==> config.mk <==
export PLATFORM = sky130hd
export DESIGN_NAME = regfile_sb
export DESIGN_NICKNAME = d
export VERILOG_FILES = /design/src/rtl/regfile_sb.sv
export SDC_FILE = /design/constraint.sdc
export NUM_CORES = 2
export LEC_CHECK = 0
export CAP_MARGIN = 20
export CELL_PAD_IN_SITES_DETAIL_PLACEMENT = 0
export CELL_PAD_IN_SITES_GLOBAL_PLACEMENT = 1
export CORE_MARGIN = 5
export CORE_UTILIZATION = 40
export CTS_BUF_LIST = sky130_fd_sc_hd__clkbuf_2 sky130_fd_sc_hd__clkbuf_4 sky130_fd_sc_hd__clkbuf_8
export CTS_CLUSTER_DIAMETER = 30
export DETAILED_ROUTE_END_ITERATION = 8
export PLACE_DENSITY = 0.75
export SYNTH_ARGS = -nofsm -noshare
export SYNTH_HDL_FRONTEND = slang
export SYNTH_SLANG_ARGS = --single-unit
==> constraint.sdc <==
create_clock -name clk -period 50.3 [get_ports clk]
set_input_delay 7.545 -clock clk [delete_from_list [all_inputs] [get_ports clk]]
set_output_delay 7.545 -clock clk [all_outputs]
set_load 0.005 [all_outputs]
==> src/rtl/regfile_sb.sv <==
// regfile_sb: parametrised register file with optional zero register, write-to-read bypass and busy scoreboard
// Ports: clk/rst (async active-high); we/waddr/wdata write port; raddr/rdata/rbusy packed read ports;
//        bset/bset_addr mark a register busy; busy_vec exposes the whole scoreboard.
module regfile_sb #(
  parameter int DW       = 32,
  parameter int AW       = 5,
  parameter int NREAD    = 2,
  parameter int ZERO_REG = 1,
  parameter int BYPASS   = 1
) (
  input  logic                clk,
  input  logic                rst,
  input  logic                we,
  input  logic [AW-1:0]       waddr,
  input  logic [DW-1:0]       wdata,
  input  logic [NREAD*AW-1:0] raddr,
  output logic [NREAD*DW-1:0] rdata,
  output logic [NREAD-1:0]    rbusy,
  input  logic                bset,
  input  logic [AW-1:0]       bset_addr,
  output logic [2**AW-1:0]    busy_vec
);
  localparam int N = 2**AW;
  logic [DW-1:0] r_mem [N];
  logic [N-1:0]  r_busy;
  logic          w_wr, w_bs, w_byp;
  assign w_wr  = we && !(ZERO_REG != 0 && waddr == '0);
  assign w_bs  = bset && !(ZERO_REG != 0 && bset_addr == '0);
  // bypass is suppressed during reset so reads stay zero while rst is held
  assign w_byp = BYPASS != 0 && w_wr && !rst;
  assign busy_vec = r_busy;
  // clear first, then set: a new producer supersedes the retiring writer
  always_ff @(posedge clk or posedge rst)
    if (rst) begin
      for (int i = 0; i < N; i++) r_mem[i] <= '0;
      r_busy <= '0;
    end else begin
      if (w_wr) r_mem[waddr] <= wdata;
      if (w_wr) r_busy[waddr] <= 1'b0;
      if (w_bs) r_busy[bset_addr] <= 1'b1;
    end
  for (genvar g = 0; g < NREAD; g++) begin : g_rd
    logic [AW-1:0] w_ra;
    assign w_ra = raddr[g*AW +: AW];
    assign rdata[g*DW +: DW] = (ZERO_REG != 0 && w_ra == '0) ? {DW{1'b0}} :
                               (w_byp && waddr == w_ra) ? wdata : r_mem[w_ra];
    assign rbusy[g] = r_busy[w_ra];
  end
endmodule

Yosys cells after proc, flatten, opt, wreduce, memory -nomap -nowiden
Cells that the tools add are included.
{ "totals": {"out_inout_bits": 98, "elab_cells": 89, "regBits": 1056, "inputBits": 56} }
{ "op_classes": {"n_eq_ne": 2, "n_reduce_logical": 15, "mux": 23, "order_cmp": 10, "bitwise": 6} }
{ "op_table": {"columns": ["cell", "n"], "rows": [
  ["bitwise mux 1024 bit", 1],
  ["2-to-1 mux 32 bit", 11],
  ["binary-select mux 32 bit (select 5 bit)", 2],
  ["demux 32 bit (select 5 bit)", 1],
  ["AND 32 bit", 1],
  ["NOT 32 bit", 1],
  ["bitwise OR 32 bit", 1],
  ["< comparator 5 x 6 -> 1 bit, second input constant", 4],
  ["zero test 5 bit", 4],
  [">= comparator 6 bit, second input constant", 3],
  ["NOT 5 -> 6 bit", 3],
  ["binary-select mux 1 bit (select 5 bit)", 2],
  ["demux 1 bit (select 5 bit)", 2],
  ["== test 5 bit", 2],
  [">= comparator 5 x 1 -> 1 bit, second input constant", 2],
  ["logical AND 1 bit", 8],
  ["< comparator 6 x 1 -> 1 bit, second input constant", 1],
  ["2-to-1 mux 1 bit", 4],
  ["zero test 1 bit", 3]
]} }

Depth between registers and ports, before layout
{ "depth": {"word_depth": 9, "ltp_mapped": 9, "depth_no_buf": 5} }

Worst setup path before layout
No wires, ideal clock.
{ "synth_timing": {"path_type": "input port to output port", "start": "input rst", "end": "output rdata[11]", "path_buffers": 1, "required_ns": 42.755, "slack_ns": 8.525, "stages": 5, "arrival_ns": 34.230, "cell_sequence": "inv_1 > o311ai_2 > or3b_2 > buf_2 > a221oi_1"} }
{ "synth_between": {"elab_chain_len": 5} }
{ "synth_lines": {"columns": ["element", "line", "rtl"], "rows": [
  ["start, declared", "12", "input logic rst,"],
  ["zero test 1 bit (no source line)", null, null],
  ["logical AND 1 bit", "30", "assign w_byp = BYPASS != 0 && w_wr && !rst;"],
  ["logical AND 1 bit", "46", "(w_byp && waddr == w_ra) ? wdata : r_mem[w_ra];"],
  ["2-to-1 mux 32 bit", "46", null],
  ["2-to-1 mux 32 bit", "45", "assign rdata[g*DW +: DW] = (ZERO_REG != 0 && w_ra == '0) ? {DW{1'b0}} :"],
  ["end, declared", "17", "output logic [NREAD*DW-1:0] rdata,"]
]} }
Every way passes these cells.

Worst setup path in the final report
{ "layout_timing": {"start": "input raddr[0]", "end": "output rdata[11]"} }
{ "layout_between": {"elab_chain_len": 6, "word_cells_on_any_way": 9, "cone_classes": "eq/ne (1); mux (5); bitwise (1); reduce/logical (2)"} }
{ "layout_lines": {"columns": ["element", "line", "rtl"], "rows": [
  ["start, declared", "16", "input logic [NREAD*AW-1:0] raddr,"],
  ["NOT 5 -> 6 bit (not written as such)", "46", null],
  ["binary-select mux 32 bit (select 5 bit)", "46", null],
  ["2-to-1 mux 32 bit (not written as such) (2 in a row)", "46", null],
  ["2-to-1 mux 32 bit", "46", null],
  ["2-to-1 mux 32 bit *", "45", null]
]} }
Every way passes the cells marked *; elsewhere a longest branch is shown, timed or not. The select of a mux whose other input is x is not followed.

==> run summary <==
Counting flops with a built-in enable in the synthesized netlist gives 0. The tools report the endpoint type of the worst setup path as an output pin. The critical path's top delay family was buffers and inverters. The sum of buffers and inverters on the critical path is 4, and the register clock-pin slew on the reported worst setup and hold paths is 60 ps. In this design, the stage delay of the slowest critical-path cell is 820 ps. The number of hold buffers added after CTS was 0. The finished cells cover 0.06578 sq mm. The via count of the first global-routing pass is 41,050, and the share of the clock period used by the worst path after layout is 39.08%.

Setup repair after global routing left no endpoint under its margin. Once the floorplan was initialized, standard cells occupied 40.31% of the core. The first routing iteration left 3,859 violations. The quantity of gates resized following cts came out at 0. The detail route stage leaves a number of antenna-violating nets equal to 0.

Along the worst hold path, the cell count comes to 0. The top cell type's share of synthesized area is 46.18%, and the number of nets in the synthesized netlist is 4,320. The count of different cell masters after synthesis is 60. Once placement finished, the instance area stood at 0.06027 sq mm. Area of the core: 0.1419 sq mm.

The headroom to the max-slew limit came out at 21.99%. Sorting the synthesized cells by how often they occur yields 1,056 x dfrtp_1, 1,021 x mux2_2, 440 x mux2i_1, 282 x mux4_2, 260 x clkbuf_1. The sequential cell area fraction in the yosys report was 46.18%. The static leakage came out at 28.98 nW. After synthesis the netlist holds a flip-flop and latch count of 1,056. Most used flip-flop cell after synthesis: dfrtp_1.

Summed over all instances, the cell type with the most area after synthesis is dfrtp_1. For the number of violations of the max-capacitance limit, the log shows 0. The average size of a mapped cell came out at 13.42 sq um. TritonCTS built the clock tree. The run gives 104,100 microns as the half-perimeter wire length after placement.

Buffer count from post-CTS setup fixing: 0. For this run, the top clock speed supported by timing is 50.87 MHz. The area growth from synthesis to layout is 14.96%.

After global routing, the most crowded layer is met2. The die covers 0.1507 sq mm. The number of input and output port buffers inserted works out to 153. The worst path arrival time is 12,110 ps. Critical-path cell with the highest stage delay: a221oi_1.

The run gives 193,700 microns as the total wire length. The die is 388.2 microns wide. The logs give 0.02899 sq mm for the area used by multi-input combinational logic and 12,640 for the number of filler cells placed in the layout. Slew at the pin closest to its max-slew limit: 1170 ps. Synthesis handed over a netlist of 4,264 instances. The sum of internal, switching and leakage power was 2.747 mW. Across the routed clock network, the largest skew measured is 0 ps.

The most numerous cell on the critical path was buf_4. The logs give 225 for the total clock buffers created by CTS and 49,480 ps for the setup slack on the worst flop-to-flop path. The run gives 171 as the largest net degree at the start of global routing. The summed instance area of the synthesized netlist came out at 0.05722 sq mm. Total global-route track usage: 25.19%. The number of nets in the layout was 4,342; the H-tree depth was 4. At the end of routability-driven placement, the weighted congestion stood at 0.7968. Tracing the worst setup path back leads to its startpoint at raddr[0].

The first global-routing pass estimated 284,900 microns of wire. Sorting the synthesized cells by area gives the leading types as dfrtp_1 46%, mux2_2 20%, mux4_2 11%. The worst-case IR drop observed on VDD is 0.03300 mV.

The total I/O pin count is 154, and the via total after detailed routing is 40,060. The startpoint identified for the worst register-to-register timing path is r_mem[224]$_DFFE_PP0P_. The flow ran to the end, and the final reports show no timing, DRC or antenna violations.

For this run, the detailed router's first-pass iteration total came to 5. The logs give 0 for the count of pins over their slew limit and 0 for the final setup violation count. The worst register-to-register path ends at r_mem[224]$_DFFE_PP0P_.

The data required time at the worst endpoint was 42,750 ps. The clock passes through at most 3 buffers. The number of remaining DRC errors came out at 0. The aggregate global routing overflow was 0; the height of the die was 388.2 microns. The maximum fanout count along the critical path is 45. Of all flip-flops after synthesis, the portion carrying an async set or reset was 100.0%. Power per unit of standard cell area: 41.76 mW/mm^2. During synthesis, Yosys emitted a total of 0 warnings. The met2 global-route usage is 40.01%. For the met1 usage, the log shows 33.06%. In the global route stage, met3 resource usage came out at 5.728%.

The min-delay analysis places its worst path in the category flip-flop to flip-flop. STA classifies the critical path startpoint as an input port. Hold violation total from the final report: 0. For the initial antenna violation count, the log shows 5.

Total negative slack: 0 ps. Using the TritonRoute via totals, the vias-per-cell ratio works out to 6.291. The later pin in the worst-skew pair is clocked with a latency of 920 ps. The worst setup path is of the input port to output pin kind. The critical path goes through buf_8 > buf_4 > buf_4 > mux4_2 > o22ai_1 > nor3_1 > nor2_1 > a221oi_1 > clkdlybuf4s50_1.

The smallest clock period supported by the final layout is computed as 19,660 ps. dfrtp_1 is the most common cell in the netlist. The worst reg2reg path depth is 1. The worst hold path begins at r_mem[1017]$_DFFE_PP0P_. The clock sink count was 1,056; the average wire length per cell after detail routing was 30.42 microns.

Of the cells placed in the final design, the portion with a size suffix greater than 1 is 43.24%. The hold-critical path endpoint is r_mem[1017]$_DFFE_PP0P_. The sequential cells in the finished layout cover a total of 0.02643 sq mm. Clock tree synthesis selected as its root buffer the cell clkbuf_8. The run gives 138 as the number of core rows.
## stage by stage
stage	util, %	hold slack, ps	std cells	setup slack (ps)
floorplan	-	438.3	4264	8525
global placement	42.46	384.2	5944	30670
detailed placement	42.46	387.6	5945	30650
CTS	46.28	400.9	6363	30640
global route	46.35	410.6	6368	30400
finish	46.35	399.9	6368	30640
## power breakdown
| group | leakage [nW] | internal [mW] | switching [mW] |
|---|---|---|---|
| clock network | 2.77 | 0.663 | 0.428 |
| registers | 13.5 | 1.01 | 0.124 |
| logic | 12.7 | 0.302 | 0.217 |
| total | 29.0 | 1.98 | 0.770 |
## how the worst max path moves through the flow
stage	to	cells past startpoint
floorplan	rdata[11]	5
global placement	rdata[11]	9
detailed placement	rdata[11]	9
CTS	rdata[11]	9
global route	rdata[11]	9
finish	rdata[11]	9
## kinds of logic after synthesis
| family | share of synthesized area (%) |
|---|---|
| simple gates | 2.646 |
| buf+inv | 3.630 |
| compound gates | 7.540 |
| mux | 39.85 |
| flops | 46.18 |
| xor+xnor | 0.1531 |
## metal layers
layer	wire, microns	part of all wire (%)
met5	26	0.013
met3	14810	7.6
met1	78660	41
met4	9262	4.8
met2	90960	47
## state kept, by name (all words and copies together) (netlist names)
name	count
r_mem	1024
busy_vec	32
## final cells by class
cell class / count / share of cell area (%)
antenna: 1 / 0.003804
timing repair buffer: 275 / 3.916
inverter: 2 / 0.02283
sequential: 1056 / 40.17
multi-input combinational: 2726 / 44.07
tap: 1890 / 3.595
clock buffer: 297 / 5.957
clock inverter: 121 / 2.265
## cell usage in the layout (no fill, tap or decap), types with 14 or more instances in the layout
master / count
clkbuf_8: 270
o22ai_1: 62
clkdlybuf4s50_1: 148
mux2_2: 1021
clkbuf_4: 27
mux2i_1: 440
o221ai_1: 32
buf_4: 114
mux4_2: 282
dfrtp_1: 1056
nand3_1: 38
clkinvlp_4: 22
a22oi_1: 211
o21a_1: 30
o21ai_0: 138
a21oi_1: 65
mux2_1: 14
nor2_4: 14
nand2_1: 70
bufinv_16: 29
mux2_4: 26
o31a_1: 29
nor2_1: 71
a221oi_1: 31
clkinv_2: 49
nor3_1: 37
(Power assumes the default switching activity.)
